**src/rtl/instr_loader.sv**
```systemverilog
// instr_loader: buffers a short program from pins, then issues it one word per cycle.
// Ports: clock/reset_n (async active-low); in_data/in_valid/in_ready load handshake;
// start/clear control; instruction/instr_valid/instr_idx issue stream;
// proc_reset one-cycle scheduler reset; busy (PRE or RUN); done (program issued).
module instr_loader #(
  parameter int DEPTH = 8,
  parameter int WIDTH = 12,
  parameter logic [WIDTH-1:0] NOP = 'h00C
) (
  input  logic                     clock,
  input  logic                     reset_n,
  input  logic [WIDTH-1:0]         in_data,
  input  logic                     in_valid,
  output logic                     in_ready,
  input  logic                     start,
  input  logic                     clear,
  output logic [WIDTH-1:0]         instruction,
  output logic                     instr_valid,
  output logic [$clog2(DEPTH)-1:0] instr_idx,
  output logic                     proc_reset,
  output logic                     busy,
  output logic                     done
);
  localparam int IW = $clog2(DEPTH);
  localparam int CW = IW + 1;
  typedef enum logic [1:0] {LOAD, PRE, RUN, DONE} state_t;
  state_t            state_q, state_d;
  logic [CW-1:0]     count_q, count_d;
  logic [IW-1:0]     idx_q, idx_d;
  logic [WIDTH-1:0]  mem_q [DEPTH];
  logic              xfer, last;
  assign in_ready = (state_q == LOAD) && (count_q < CW'(DEPTH));
  assign xfer     = in_ready && in_valid;
  assign last     = {1'b0, idx_q} == count_q - 1'b1;
  always_comb begin
    state_d = state_q;
    count_d = count_q;
    idx_d   = idx_q;
    if (clear) begin
      state_d = LOAD;
      count_d = '0;
      idx_d   = '0;
    end else if (state_q == LOAD) begin
      count_d = count_q + CW'(xfer);
      // a word arriving with start still counts toward a non-empty program
      state_d = (start && (count_q != '0 || xfer)) ? PRE : LOAD;
    end else if (state_q == PRE) begin
      idx_d   = '0;
      state_d = RUN;
    end else if (state_q == RUN) begin
      idx_d   = last ? '0 : idx_q + 1'b1;
      state_d = last ? DONE : RUN;
    end else begin
      state_d = start ? PRE : DONE;
    end
  end
  always_ff @(posedge clock or negedge reset_n) begin
    if (!reset_n) begin
      state_q <= LOAD;
      count_q <= '0;
      idx_q   <= '0;
    end else begin
      state_q <= state_d;
      count_q <= count_d;
      idx_q   <= idx_d;
    end
  end
  always_ff @(posedge clock) begin
    if (xfer && !clear) mem_q[count_q[IW-1:0]] <= in_data;
  end
  assign instr_valid = state_q == RUN;
  assign instruction = instr_valid ? mem_q[idx_q] : NOP;
  assign instr_idx   = instr_valid ? idx_q : '0;
  assign proc_reset  = state_q == PRE;
  assign busy        = (state_q == PRE) || (state_q == RUN);
  assign done        = state_q == DONE;
endmodule

```
**config.mk**
```make
export PLATFORM = sky130hd
export DESIGN_NAME = instr_loader
export DESIGN_NICKNAME = d
export VERILOG_FILES = /design/src/rtl/instr_loader.sv
export SDC_FILE = /design/constraint.sdc
export NUM_CORES = 1
export LEC_CHECK = 0
export ABC_AREA = 0
export CAP_MARGIN = 0
export CORE_MARGIN = 2
export CORE_UTILIZATION = 52
export DETAILED_ROUTE_END_ITERATION = 16
export PLACE_DENSITY = 0.76
export SLEW_MARGIN = 10
export SYNTH_ARGS = -nofsm -noshare
export SYNTH_HDL_FRONTEND = slang
export SYNTH_SLANG_ARGS = --single-unit
export TNS_END_PERCENT = 20
```
**constraint.sdc**
```tcl
create_clock -name clock -period 2.6 [get_ports clock]
set_clock_uncertainty 0.1 [all_clocks]
set_input_delay 0.65 -clock clock [delete_from_list [all_inputs] [get_ports clock]]
set_output_delay 0.65 -clock clock [all_outputs]
set_load 0.05 [all_outputs]
```
==> metrics <==
vias in the first global route 2262; Final WS setup -0.105 ns; Num CTS Buffers 9; HP Class input pin to async pin; syn nets approximately 270; Setup crit end kind primary output; Root Driver clkbuf_8; layout cell share with drive strength beyond 1 0.309; mux cell area share after synthesis 0.158; R2R Path Start state_q[0]$_DFF_PN0_; Synth cell types 34; CTS tree done; Remaining Overflow, GRT 0; Worst Path Arrival 1.96 ns; DRT iter0 DRCs 126; FP Rows 33; later-pin clock latency in the skew report 0.36 ns; Avg Cell Area, Syn approximately 18 µm²; die width 96.3 µm; Startpoint Class flop; dpl cells 389; initial antenna violation count 0; YS warnings 0; clock sinks approximately 110; Seq/Total Area, Yosys 0.701; Yosys reg bits 105; core area 8260 µm²; post-layout util 0.664; Total Wirelength 8490 µm; filler cell count 567; gpl congestion 0.830; RSZ-0062 raised after global routing true; max-slew violations 0; adder-cell share of the synthesized area 0.0226; post-synthesis instance total 246; hold_buf cts 0; Layout area overhead 23.6%; wire per inst 20.9 µm; global-route wire length before repair 12800 µm; Synth Area in Compound Gates 0.0231; I/O Pins 37; post-layout minimum cycle time 2.71 ns; ys async rst share 0.0857; simple-gate portion of the synthesized area 0.0657; max cap viols 0; Hold Fails Final Rpt 0; final net count between 300 and 400; relative slew slack 0.675; IO Port Bufs 36; largest net degree at the start of global routing 22; number of diodes 0; area occupied by multi-input gates 1310 µm²; Register Area 3110 µm²; pwr dens between 700 and 800 nW/µm²; Max rail drop VDD 0.472 mV; Pre-Repair DR Iteration Count 4; Main synth FF type edfxtp_1; die area 9280 µm²; Worst Setup Path Type flop to primary output; status finished, violations left; worst slack, placed just under 0.2 ns; HPWL Detailed 5120 µm; Pleak 1.81 nW; final worst-path cycle share 1.04; Least-Margin Pin Slew 0.486 ns; residual DRC count 0; FF-to-FF setup slack 0.45 ns; Die H 96.3 µm; Reg clk slew, reported paths 0.11 ns; Post-synth EDFFs 96; CP Data Required Time 1.85 ns; ANT nets after route 0; Initial Utilization 0.537; post-route insts no fill 406; H-tree levels 3; largest family of logic cells by synthesized area multiplexers; Vias between 2000 and 2500; cell area after synthesis about 4400 µm²; reg2reg path depth 7; CP max FO 9; failing checks negative setup slack; Synth Area in XOR/XNOR 0.00988; Final setup viols 12; highest clock rate between 300 and 400 MHz; vias per cell 5.69; Worst R2R End mem_q[6][6]$_DFFE_PP_; gr usage total 0.199; Clock Path Buffers 2
-- state kept, by name, indices dropped and copies added, names as in the netlist --
register / flops
mem_q: 96
state_q: 2
count_q: 4
idx_q: 3
-- metrics by stage --
step                power [mW]  cell area (µm²)  setup TNS, ns  hold WS, ns
finish                    4.32             5480         -0.629        0.499
global route              4.50             5480          -1.66        0.516
CTS                       4.33             5460          -1.06        0.494
detailed placement        3.15             5160              0        0.535
global placement          3.13             5160              0        0.523
floorplan                 2.78             4460         -0.529        0.254
-- worst max-delay path: stages (launching register included) --
cell and delay, ns:
dfrtp_2 0.44, buf_8 0.17, mux4_2 0.56, mux2i_4 0.18, nor2b_2 0.06, buf_4 0.18
-- cell usage after synthesis, drive strengths merged (5+ instances only) --
cell type  instances  share of area
clkbuf             6         0.0051
ha                 8          0.023
nor2              15          0.013
dfrtp              9          0.051
mux2i             14          0.032
mux4              24           0.13
xor2               5         0.0099
inv                6         0.0051
nand2             12          0.010
nor2b             12          0.017
edfxtp            96           0.65
buf                8         0.0099
-- cell families (layout without fill, tap and decap cells) --
family / count (synthesis) / in the layout
xor+xnor: 5 / 5
simple gates: 56 / 56
mux: 38 / 38
flops: 105 / 105
compound gates: 14 / 14
buf+inv: 20 / 75
fa+ha+maj: 8 / 8
-- cells in the final DEF, fill, tap and decap left out, drive strengths merged, types with 2 or more instances in the layout --
master          n
nor2           15
edfxtp         96
clkdlybuf4s50  17
nor2b          12
nand2          12
nor3            3
mux4           24
clkbuf          9
nand3b          2
nand2b          2
inv             8
ha              8
nand3           2
xor2            5
dfrtp           9
a221oi          2
clkinv          2
bufinv          2
o21ai           4
buf            36
mux2i          14
a31oi           2
and2            3
-- worst max path at each step --
| stage | endpoint | from | depth (start not counted) | slack, ns |
|---|---|---|---|---|
| 2_1_floorplan | mem_q[1][0]$_DFFE_PP_ | state_q[1]$_DFF_PN0_ | 7 | -0.02 |
| 5_1_grt | instruction[9] | idx_q[0]$_DFFE_PN0P_ | 5 | -0.16 |
| 6_report | instruction[10] | idx_q[0]$_DFFE_PN0P_ | 5 | -0.11 |
| 3_3_place_gp | instruction[6] | idx_q[0]$_DFFE_PN0P_ | 5 | 0.22 |
| 4_1_cts | instruction[10] | idx_q[0]$_DFFE_PN0P_ | 5 | -0.12 |
| 3_5_place_dp | instruction[6] | idx_q[0]$_DFFE_PN0P_ | 5 | 0.20 |
-- what timing repair did --
item,4_1_cts,5_1_grt
cloned,1,0
gates resized for setup,14,11
setup buffers,1,0
endpoints found under the setup margin,12,16
-- power by group --
| part | total, mW | leakage (nW) | switching [mW] | internal, mW |
|---|---|---|---|---|
| clock | 1.14 | 0.115 | 0.580 | 0.562 |
| sequential | 1.98 | 0.987 | 0.0519 | 1.93 |
| combinational | 1.20 | 0.709 | 0.689 | 0.510 |
| total | 4.32 | 1.81 | 1.32 | 3.00 |
-- per-layer routing --
metal,global-route usage,part of all wire
met2,0.332,0.51
met5,0,0
met3,0.0352,0.050
met4,0.0634,0.012
met1,0.269,0.43
-- layout make-up --
type | count | area share
multi-input combinational | 121 | 0.239
tap | 105 | 0.0240
clock inverter | 7 | 0.0205
inverter | 6 | 0.00411
sequential | 105 | 0.567
timing repair buffer | 53 | 0.122
clock buffer | 9 | 0.0226
(Power assumes the default switching activity.)
